File: src/rtl/pair_dist_scanner.sv
// ---------------------------------------------------------------------------
// pair_dist_scanner
// Memory-master accelerator that loads N_VALS signed 16-bit operands from a
// byte-wide data memory. It scans every unordered pair (j<k) and writes the
// minimum and maximum absolute distance back to memory, high byte first.
//
// Ports
//   clk        system clock, rising edge
//   reset      synchronous, active-high
//   start      high = hold/abort, falling low launches a run from IDLE
//   done       high once results are written, held until start goes high
//   mem_addr   byte address to data memory
//   mem_rdata  data memory read data (combinational read of mem_addr)
//   mem_wr_en  write strobe, one byte per cycle, only in WRITE
//   mem_wdata  write data
//   min_dist   running/final minimum distance
//   max_dist   running/final maximum distance
//   min_j/min_k, max_j/max_k  operand indices of the winning pairs (j<k)
//
// Optional feature (macro PAIR_IDX_WB_EN): WRITE lasts 8 cycles and also
// stores min_j, min_k, max_j, max_k (zero-extended) at RES_BASE+4..+7.
// ---------------------------------------------------------------------------
module pair_dist_scanner #(
    parameter int unsigned N_VALS   = 32,
    parameter int unsigned SRC_BASE = 0,
    parameter int unsigned RES_BASE = 66,
    localparam int unsigned IDX_W   = $clog2(N_VALS)
) (
    input  logic             clk,
    input  logic             reset,
    input  logic             start,
    output logic             done,
    output logic [7:0]       mem_addr,
    input  logic [7:0]       mem_rdata,
    output logic             mem_wr_en,
    output logic [7:0]       mem_wdata,
    output logic [15:0]      min_dist,
    output logic [15:0]      max_dist,
    output logic [IDX_W-1:0] min_j,
    output logic [IDX_W-1:0] min_k,
    output logic [IDX_W-1:0] max_j,
    output logic [IDX_W-1:0] max_k
);

    localparam int unsigned DW         = 16;
    localparam int unsigned AW         = 8;
    localparam int unsigned LOAD_BYTES = 2 * N_VALS;
    localparam int unsigned BW         = $clog2(LOAD_BYTES);
    localparam int unsigned WCW        = 3;
`ifdef PAIR_IDX_WB_EN
    localparam int unsigned WR_BYTES   = 8;
`else
    localparam int unsigned WR_BYTES   = 4;
`endif

    typedef enum logic [2:0] {
        S_HALT  = 3'd0,
        S_IDLE  = 3'd1,
        S_LOAD  = 3'd2,
        S_SCAN  = 3'd3,
        S_WRITE = 3'd4,
        S_DONE  = 3'd5
    } state_e;

    state_e state_q, state_d;

    logic [DW-1:0]    vals_q [N_VALS];
    logic [DW-1:0]    vals_d [N_VALS];

    logic [IDX_W-1:0] j_q, j_d, k_q, k_d;
    logic [WCW-1:0]   wcnt_q, wcnt_d;
    logic             done_q, done_d;
    logic [AW-1:0]    mem_addr_q, mem_addr_d;
    logic             mem_wr_en_q, mem_wr_en_d;
    logic [7:0]       mem_wdata_q, mem_wdata_d;
    logic [DW-1:0]    min_q, min_d, max_q, max_d;
    logic [IDX_W-1:0] min_j_q, min_j_d, min_k_q, min_k_d;
    logic [IDX_W-1:0] max_j_q, max_j_d, max_k_q, max_k_d;

    // Status decodes for the current cycle.
    logic          load_last_c;
    logic          scan_last_c;
    logic          wr_last_c;
    logic          first_pair_c;
    logic [BW-1:0] ld_byte_c;
    logic [DW:0]   diff_c;
    logic [DW:0]   abs_c;
    logic [DW-1:0] dist_c;

    assign load_last_c  = (mem_addr_q == AW'(SRC_BASE + LOAD_BYTES - 1));
    assign scan_last_c  = (j_q == IDX_W'(N_VALS - 2)) && (k_q == IDX_W'(N_VALS - 1));
    assign wr_last_c    = (wcnt_q == WCW'(WR_BYTES - 1));
    assign first_pair_c = (j_q == IDX_W'(0)) && (k_q == IDX_W'(1));
    assign ld_byte_c    = BW'(mem_addr_q - AW'(SRC_BASE));

    // Pair distance: 17-bit signed difference, magnitude always fits 16 bits.
    always_comb begin
        diff_c = {vals_q[j_q][DW-1], vals_q[j_q]} - {vals_q[k_q][DW-1], vals_q[k_q]};
        abs_c  = diff_c[DW] ? ((DW+1)'(0) - diff_c) : diff_c;
        dist_c = abs_c[DW-1:0];
    end

    // State register.
    always_ff @(posedge clk) begin
        if (reset) begin
            state_q <= S_HALT;
        end else begin
            state_q <= state_d;
        end
    end

    // Next-state logic; start high aborts from anywhere to IDLE.
    always_comb begin
        state_d = state_q;
        if (start) begin
            state_d = S_IDLE;
        end else begin
            case (state_q)
                S_HALT:  state_d = S_HALT;
                S_IDLE:  state_d = S_LOAD;
                S_LOAD:  if (load_last_c) state_d = S_SCAN;
                S_SCAN:  if (scan_last_c) state_d = S_WRITE;
                S_WRITE: if (wr_last_c)   state_d = S_DONE;
                S_DONE:  state_d = S_DONE;
                default: state_d = S_HALT;
            endcase
        end
    end

    // Datapath and registered-output next values.
    always_comb begin
        vals_d      = vals_q;
        j_d         = j_q;
        k_d         = k_q;
        wcnt_d      = wcnt_q;
        mem_addr_d  = mem_addr_q;
        mem_wr_en_d = 1'b0;
        mem_wdata_d = mem_wdata_q;
        min_d       = min_q;
        max_d       = max_q;
        min_j_d     = min_j_q;
        min_k_d     = min_k_q;
        max_j_d     = max_j_q;
        max_k_d     = max_k_q;
        done_d      = (state_d == S_DONE);

        if (start) begin
            // Soft abort: discard partial results, stop driving memory.
            min_d       = '1;
            max_d       = '0;
            min_j_d     = '0;
            min_k_d     = '0;
            max_j_d     = '0;
            max_k_d     = '0;
            mem_addr_d  = '0;
            mem_wdata_d = '0;
        end else begin
            case (state_q)
                S_IDLE: begin
                    min_d      = '1;
                    max_d      = '0;
                    min_j_d    = '0;
                    min_k_d    = '0;
                    max_j_d    = '0;
                    max_k_d    = '0;
                    j_d        = IDX_W'(0);
                    k_d        = IDX_W'(1);
                    mem_addr_d = AW'(SRC_BASE);
                end

                S_LOAD: begin
                    // Even byte is the operand's high half.
                    if (ld_byte_c[0] == 1'b0) begin
                        vals_d[ld_byte_c[BW-1:1]][15:8] = mem_rdata;
                    end else begin
                        vals_d[ld_byte_c[BW-1:1]][7:0]  = mem_rdata;
                    end
                    if (!load_last_c) begin
                        mem_addr_d = mem_addr_q + AW'(1);
                    end
                end

                S_SCAN: begin
                    // The first pair seeds both trackers so a degenerate image
                    // still reports (0,1); afterwards strict compares keep the
                    // earliest pair on ties.
                    if (first_pair_c || (dist_c < min_q)) begin
                        min_d   = dist_c;
                        min_j_d = j_q;
                        min_k_d = k_q;
                    end
                    if (first_pair_c || (dist_c > max_q)) begin
                        max_d   = dist_c;
                        max_j_d = j_q;
                        max_k_d = k_q;
                    end
                    if (k_q == IDX_W'(N_VALS - 1)) begin
                        j_d = j_q + IDX_W'(1);
                        k_d = j_q + IDX_W'(2);
                    end else begin
                        k_d = k_q + IDX_W'(1);
                    end
                    if (scan_last_c) begin
                        mem_wr_en_d = 1'b1;
                        mem_addr_d  = AW'(RES_BASE);
                        wcnt_d      = '0;
                    end
                end

                S_WRITE: begin
                    if (!wr_last_c) begin
                        mem_wr_en_d = 1'b1;
                        mem_addr_d  = mem_addr_q + AW'(1);
                        wcnt_d      = wcnt_q + WCW'(1);
                    end
                end

                default: ;
            endcase

            // Result byte select; uses the _d values so the first byte sees
            // the final pair's update.
            if (mem_wr_en_d) begin
                case (wcnt_d)
                    3'd0:    mem_wdata_d = min_d[15:8];
                    3'd1:    mem_wdata_d = min_d[7:0];
                    3'd2:    mem_wdata_d = max_d[15:8];
                    3'd3:    mem_wdata_d = max_d[7:0];
`ifdef PAIR_IDX_WB_EN
                    3'd4:    mem_wdata_d = 8'(min_j_d);
                    3'd5:    mem_wdata_d = 8'(min_k_d);
                    3'd6:    mem_wdata_d = 8'(max_j_d);
                    3'd7:    mem_wdata_d = 8'(max_k_d);
`endif
                    default: mem_wdata_d = 8'h00;
                endcase
            end
        end
    end

    // Operand register file (contents are don't-care until loaded).
    always_ff @(posedge clk) begin
        vals_q <= vals_d;
    end

    // Control and output registers.
    always_ff @(posedge clk) begin
        if (reset) begin
            j_q         <= '0;
            k_q         <= '0;
            wcnt_q      <= '0;
            done_q      <= 1'b0;
            mem_addr_q  <= '0;
            mem_wr_en_q <= 1'b0;
            mem_wdata_q <= '0;
            min_q       <= '1;
            max_q       <= '0;
            min_j_q     <= '0;
            min_k_q     <= '0;
            max_j_q     <= '0;
            max_k_q     <= '0;
        end else begin
            j_q         <= j_d;
            k_q         <= k_d;
            wcnt_q      <= wcnt_d;
            done_q      <= done_d;
            mem_addr_q  <= mem_addr_d;
            mem_wr_en_q <= mem_wr_en_d;
            mem_wdata_q <= mem_wdata_d;
            min_q       <= min_d;
            max_q       <= max_d;
            min_j_q     <= min_j_d;
            min_k_q     <= min_k_d;
            max_j_q     <= max_j_d;
            max_k_q     <= max_k_d;
        end
    end

    assign done      = done_q;
    assign mem_addr  = mem_addr_q;
    assign mem_wr_en = mem_wr_en_q;
    assign mem_wdata = mem_wdata_q;
    assign min_dist  = min_q;
    assign max_dist  = max_q;
    assign min_j     = min_j_q;
    assign min_k     = min_k_q;
    assign max_j     = max_j_q;
    assign max_k     = max_k_q;

endmodule
File: config.mk
export PLATFORM = sky130hd
export DESIGN_NAME = pair_dist_scanner
export DESIGN_NICKNAME = d
export VERILOG_FILES = /design/src/rtl/pair_dist_scanner.sv
export SDC_FILE = /design/constraint.sdc
export NUM_CORES = 1
export LEC_CHECK = 0
export ABC_CLOCK_PERIOD_IN_PS = 7800
export CAP_MARGIN = 40
export CORE_MARGIN = 2
export CORE_UTILIZATION = 40
export CTS_CLUSTER_DIAMETER = 200
export DETAILED_ROUTE_END_ITERATION = 10
export GPL_TIMING_DRIVEN = 0
export HOLD_SLACK_MARGIN = 0.08
export PLACE_DENSITY = 0.65
export SLEW_MARGIN = 20
export SYNTH_ARGS = -nofsm -noshare
export SYNTH_HDL_FRONTEND = slang
export SYNTH_SLANG_ARGS = --single-unit
File: constraint.sdc
create_clock -name clk -period 7.8 [get_ports clk]
set_input_delay 1.17 -clock clk [delete_from_list [all_inputs] [get_ports clk]]
set_output_delay 1.17 -clock clk [all_outputs]
set_load 0.02 [all_outputs]
# After elaboration in Yosys (flattened, before gate mapping)
# Index checks and enable logic that the tools add are counted.
# word_totals
regBits	598
in_bits	11
wordCells	147
output_inout_bits	70
# op_classes
magnitude_cmp	6
mux	48
n_addsub	7
reduce_logical	16
n_eq_ne	20
bitwise	4
# op_table
operator	n
512-bit bitwise mux	2
512-bit 2-to-1 mux	1
16-bit binary-select mux with 5-bit select	2
16-bit demux with 5-bit select	2
16-bit 2-to-1 mux	8
16-bit one-hot mux with 2 select lines	2
8-bit one-hot mux with 4 select lines	2
5-bit one-hot mux with 2 select lines	6
8-bit 2-to-1 mux	4
5-bit 2-to-1 mux	6
3-bit 2-to-1 mux	7
6-bit greater-or-equal comparator (second input constant)	3
5-bit NOT with 6-bit output	3
16-bit by 16-bit subtractor with 17-bit output	1
16-bit > comparator	1
16-bit less-than comparator	1
1-bit by 16-bit subtractor with 16-bit output (first input constant)	1
3-bit by 2-bit == test with 1-bit output (second input constant)	5
3-bit one-hot mux with 5 select lines	1
2-bit inequality test (second input constant)	6
5-bit by 1-bit adder with 5-bit output (second input constant)	2
5-bit == test (second input constant)	2
3-bit == test (second input constant)	3
8-bit by 1-bit adder with 8-bit output (second input constant)	1
20 further kinds	29

# Logic depth before layout (Yosys ltp)
# depth
depth_word	12
mapped_depth	29
depth_no_buf	25

# Worst setup path after synthesis
# OpenSTA, ideal clock, no wires.
# synth_path
kind	register -> register
startpoint	reg j_q[0]
endpoint	reg min_j_q[2], in the netlist min_j[2]
setup_slack_ps	-180
period_less_slack_ps	7980
path_stages_with_launch	29
required_ps	7734
t_arrival_ps	7914
setup_ps	66
path_buffers	5
cell_sequence	dfxtp_1 > clkbuf_1 > clkbuf_1 > buf_1 > mux4_2 > mux4_2 > mux2i_1 > ha_1 > inv_1 > fa_1 > a211oi_1 > o211ai_1 > and4b_1 > nor3_1 > nand4_1 > o41ai_1 > a211oi_1 > a211oi_2 > inv_1 > ha_1 > and4_1 > nand2_1 > o22ai_1 > o41ai_1 > and2_0 > clkbuf_1 > clkbuf_1 > a22oi_1 > nor2_1
# synth_between
elab_chain_len	11
# synth_rtl
item	line	rtl
start: declaration	70	logic [IDX_W-1:0] j_q, j_d, k_q, k_d;
start signal: assignment	263	j_q <= j_d;
5-bit NOT with 6-bit output (not written as such)	98	diff_c = {vals_q[j_q][DW-1], vals_q[j_q]} - {vals_q[k_q][DW-1], vals_q[k_q]};
16-bit binary-select mux with 5-bit select	98	
16-bit 2-to-1 mux (not written as such) (2 in series)	98	
16-bit by 16-bit subtractor with 17-bit output	98	
1-bit by 16-bit subtractor with 16-bit output	99	abs_c = diff_c[DW] ? ((DW+1)'(0) - diff_c) : diff_c;
16-bit 2-to-1 mux	99	
16-bit less-than comparator	187	if (first_pair_c || (dist_c < min_q)) begin
1-bit logical OR *	187	
2-bit inequality test (no source line) *	-	
2-bit AND reduction (no source line) *	-	
end signal: assignment	272	min_j_q <= min_j_d;
end: declaration	77	logic [IDX_W-1:0] min_j_q, min_j_d, min_k_q, min_k_d;
# Mark *: on every way between the ends. The rest lies on a longest branch, timed or not. The select of a mux whose other input is x is not followed.
# A chain may end at the register's enable or synchronous reset.

# Final worst setup path
# layout_path
startpoint	reg k_q[1]
endpoint	reg mem_wdata_q[0], in the netlist mem_wdata[0]
# layout_between
elab_chain_len	12
# layout_rtl
item	line	rtl
start: declaration	70	
start signal: assignment	264	k_q <= k_d;
5-bit NOT with 6-bit output (not written as such)	98	
16-bit binary-select mux with 5-bit select	98	
16-bit 2-to-1 mux (not written as such) (2 in series)	98	
16-bit by 16-bit subtractor with 17-bit output	98	
1-bit by 16-bit subtractor with 16-bit output	99	
16-bit 2-to-1 mux	99	
16-bit > comparator or 16-bit less-than comparator (tied branches)	192, 187	
1-bit logical OR, on equally long branches	192, 187	
16-bit 2-to-1 mux, on equally long branches	192, 187	
16-bit one-hot mux with 2 select lines	158	case (state_q)
8-bit one-hot mux with 4 select lines	224	case (wcnt_d)
end signal: assignment	269	mem_wdata_q <= mem_wdata_d;
end: declaration	75	logic [7:0] mem_wdata_q, mem_wdata_d;
# Parallel ways exist; a longest one is shown, timed or not. The select of a mux whose other input is x is not followed.

==> reports/results.tsv <==
metric	value	unit
run status	finished clean	
Synth warnings	0	
DR top layer	met4	
minimum clock period	7.70	ns
Reg clk slew, reported paths	0.06	ns
FF/Latch Area	0.0171	mm2
via count	24139	
top post-synthesis cells by area	edfxtp_1 48%, mux4_2 22%, nor2_1 7.7%	
number of synthesized register bits	598	
Netlist cell types	72	
Primary FF master, synth	edfxtp_1	
Int Pwr	0.00532	W
Setup Skew	0.0258	ns
P per Cell Area	181	mW/mm2
GPL Wtd Cong	0.943	
Crit Path Class	reg -> reg	
initial antenna violation count	2	
hpwl dp	85.8	mm
Synth top cells by count	664 x nor2_1, 512 x edfxtp_1, 320 x mux4_2	
met3 wire length	12.7	mm
# DRC	0	
mapped cell area	0.0322	mm2
post-synth top area cell	edfxtp_1	
Final Hold Viols	0	
Final #Nets	2792	
Routed WL per cell	29.2	um
All-Layer GR Usage	27.0	%
period utilization	98.7	%
Via density	6.29	
Req. time, crit path	8.35	ns
largest net degree at the start of global routing	14	
row count	104	
port bufs	79	
first-pass GRT wire length	161	mm
Skew-Pair Late Insertion Delay	0.63	ns
WL final	112	mm
drt pass-1 iters	6	
final std cells w/o fill	3836	
total congestion overflow	0	
metal1 wirelength	41.1	mm
Vert. Die Dim	288	um
leak pwr	11.4	nW
Combinational Power Share	5.1	%
worst slew pin tran	0.918	ns
die area	0.0828	mm2
post-synth top area share	47.7	%
cell with the most instances after synthesis	nor2_1	
CP Max Fanout	10	
Slew Viols, Final	0	
Initial Utilization	40.2	%
Cells after Synth	2463	
Detail Route Antenna Nets	0	
share of layout cells above drive strength 1	24.5	%
sw power	0.00162	W
met2 wire len	51.6	mm
crit path DAT	8.25	ns
slew margin rel.	38.6	%
Design Area, Final	0.0383	mm2
CP Launch Type	flip-flop	
Worst Setup End Kind	flip-flop	
IO Pins	81	
Flop pwr share	49.4	%
Seq/Total Area, Yosys	53.1	%
Clock Power Share	45.5	%
Filler cells	7030	
Core Area	0.0802	mm2
Die Width	288	um
fraction of registers with async set/reset	0	%
max-cap violation count	0	
# setup viols final	0	
PnR Total Power	0.00695	W
Max VDD drop	0.134	mV
syn avg cell area	13.1	um2
slowest stage delay, CP	0.58	ns
vias in the first global route	23759	
RSZ-0062 raised after global routing	yes	
DP Cell Count	3664	
area of the multi-input gates	0.0145	mm2
Area growth syn-to-layout	18.8	%
sw frac	23.4	%
htree depth	3	
Slowest cell on crit path	mux4_2	
TritonCTS Buffers	68	
CTS tree	built	
number of synthesized flops with an enable pin	512	
Initial DRC Count	3321	
clk sinks	598	
Fmax	0.130	GHz
Synthesized Nets	2533	
Clock Path Buffers	3	
Hold WC Path Type	reg -> reg	
clock root cell	clkbuf_16	
Hold-fix buffers, CTS	0	
Post-DP Area	0.0350	mm2
[power by group through the flow]
stage                     clock (W)  sequential, W  combinational [W]
final                       0.00316        0.00343           0.000357
after global routing        0.00330        0.00343           0.000380
after CTS                   0.00317        0.00343           0.000337
after detailed placement          0        0.00350           0.000320
after global placement            0        0.00350           0.000309
after floorplan                   0        0.00350           0.000195
[worst max-delay path: cells and delay by family (launching register included)]
family	cells	cell delay (ns)
mux	3	1.17
flops	1	0.33
buf+inv	7	1.49
simple gates	5	1.33
compound gates	10	2.67
fa+ha+maj	2	0.60
[timing repair]
action	CTS	global route
hold endpoints to repair	0	0
resized for setup	109	110
setup buffers	7	10
pin swaps	10	18
endpoints found under the setup margin	60	59
[kinds of logic after synthesis]
logic type | after synthesis | synth area share, %
compound gates | 258 | 5.63
xor+xnor | 33 | 0.897
fa+ha+maj | 59 | 2.31
buf+inv | 263 | 3.10
flops | 598 | 53.1
mux | 356 | 23.5
simple gates | 896 | 11.5
[metal layers]
layer | vias to the layer above | track usage, %
met3 | 316 | 6.24
met5 | - | 0
li1 | 9897 | -
met2 | 1642 | 42.9
met4 | 0 | 13.7
met1 | 12284 | 34.9
[metrics by stage]
| step | setup slack, ns | TNS [ns] | hold slack (ns) | utilization (%) |
|---|---|---|---|---|
| finish | 0.100 | 0 | 0.471 | 47.8 |
| global route | -0.0839 | -1.51 | 0.492 | 47.8 |
| CTS | 0.00535 | 0 | 0.480 | 47.0 |
| detailed placement | -3.17 | -166.66 | 0.464 | 43.7 |
| global placement | -3.57 | -181.11 | 0.463 | 42.8 |
| floorplan | 0.0179 | 0 | 0.484 | - |
[final cells by class]
class	instances	share of cell area, %
antenna	1	0.00653
buffer	211	2.89
clock buffer	91	4.87
clock inverter	32	0.843
inverter	47	0.461
multi-input combinational	1602	37.9
sequential	598	44.7
tap	1060	3.46
timing repair buffer	194	4.86
[placed cells by master (no fill, tap or decap), types with 7 or more instances in the layout]
master | Yosys | layout
a21o_1 | 14 | 14
buf_2 | 3 | 11
nand2b_1 | 20 | 19
a21oi_1 | 66 | 64
buf_1 | 42 | 25
and3_1 | 7 | 7
clkbuf_4 | 0 | 18
edfxtp_1 | 512 | 512
buf_6 | 1 | 44
clkinv_2 | 0 | 7
xnor2_2 | 0 | 7
xnor2_1 | 22 | 15
buf_8 | 0 | 14
buf_4 | 0 | 70
clkbuf_16 | 0 | 70
nor3_1 | 14 | 13
a22oi_1 | 37 | 37
nor2b_1 | 11 | 11
xor2_1 | 11 | 11
a221o_1 | 8 | 8
clkbuf_1 | 170 | 138
o21ai_1 | 7 | 10
clkbuf_2 | 0 | 16
nor3b_1 | 8 | 7
clkdlybuf4s50_1 | 0 | 79
dfxtp_1 | 86 | 83
nand4_1 | 13 | 13
ha_1 | 58 | 54
nand3_1 | 17 | 17
nor2_1 | 664 | 664
o21ai_0 | 28 | 24
mux2_2 | 17 | 17
clkinv_1 | 0 | 13
a211oi_1 | 13 | 8
inv_1 | 47 | 47
mux4_2 | 320 | 320
mux2i_1 | 19 | 15
nand2_1 | 101 | 101
[sequential cells by signal, summed over array words and instances, names as in the netlist]
name and count:
j_q 5, state_q 3, wcnt_q 3, max_dist 16
mem_addr 8, vals_q 512, mem_wdata 8, min_dist 16
max_k 5, min_k 5, k_q 5, mem_wr_en 1
min_j 5, done 1, max_j 5
[final timing paths]
kind | start | end | slack (ns) | depth (start not counted)
hold reg to reg | mem_wdata[7] | mem_wdata[7] | 0.47 | 2
setup reg to reg | k_q[1] | mem_wdata[0] | 0.10 | 27
setup / recovery | k_q[1] | mem_wdata[0] | 0.10 | 27
hold / removal | mem_wdata[7] | mem_wdata[7] | 0.47 | 2
(Power assumes the default switching activity.)
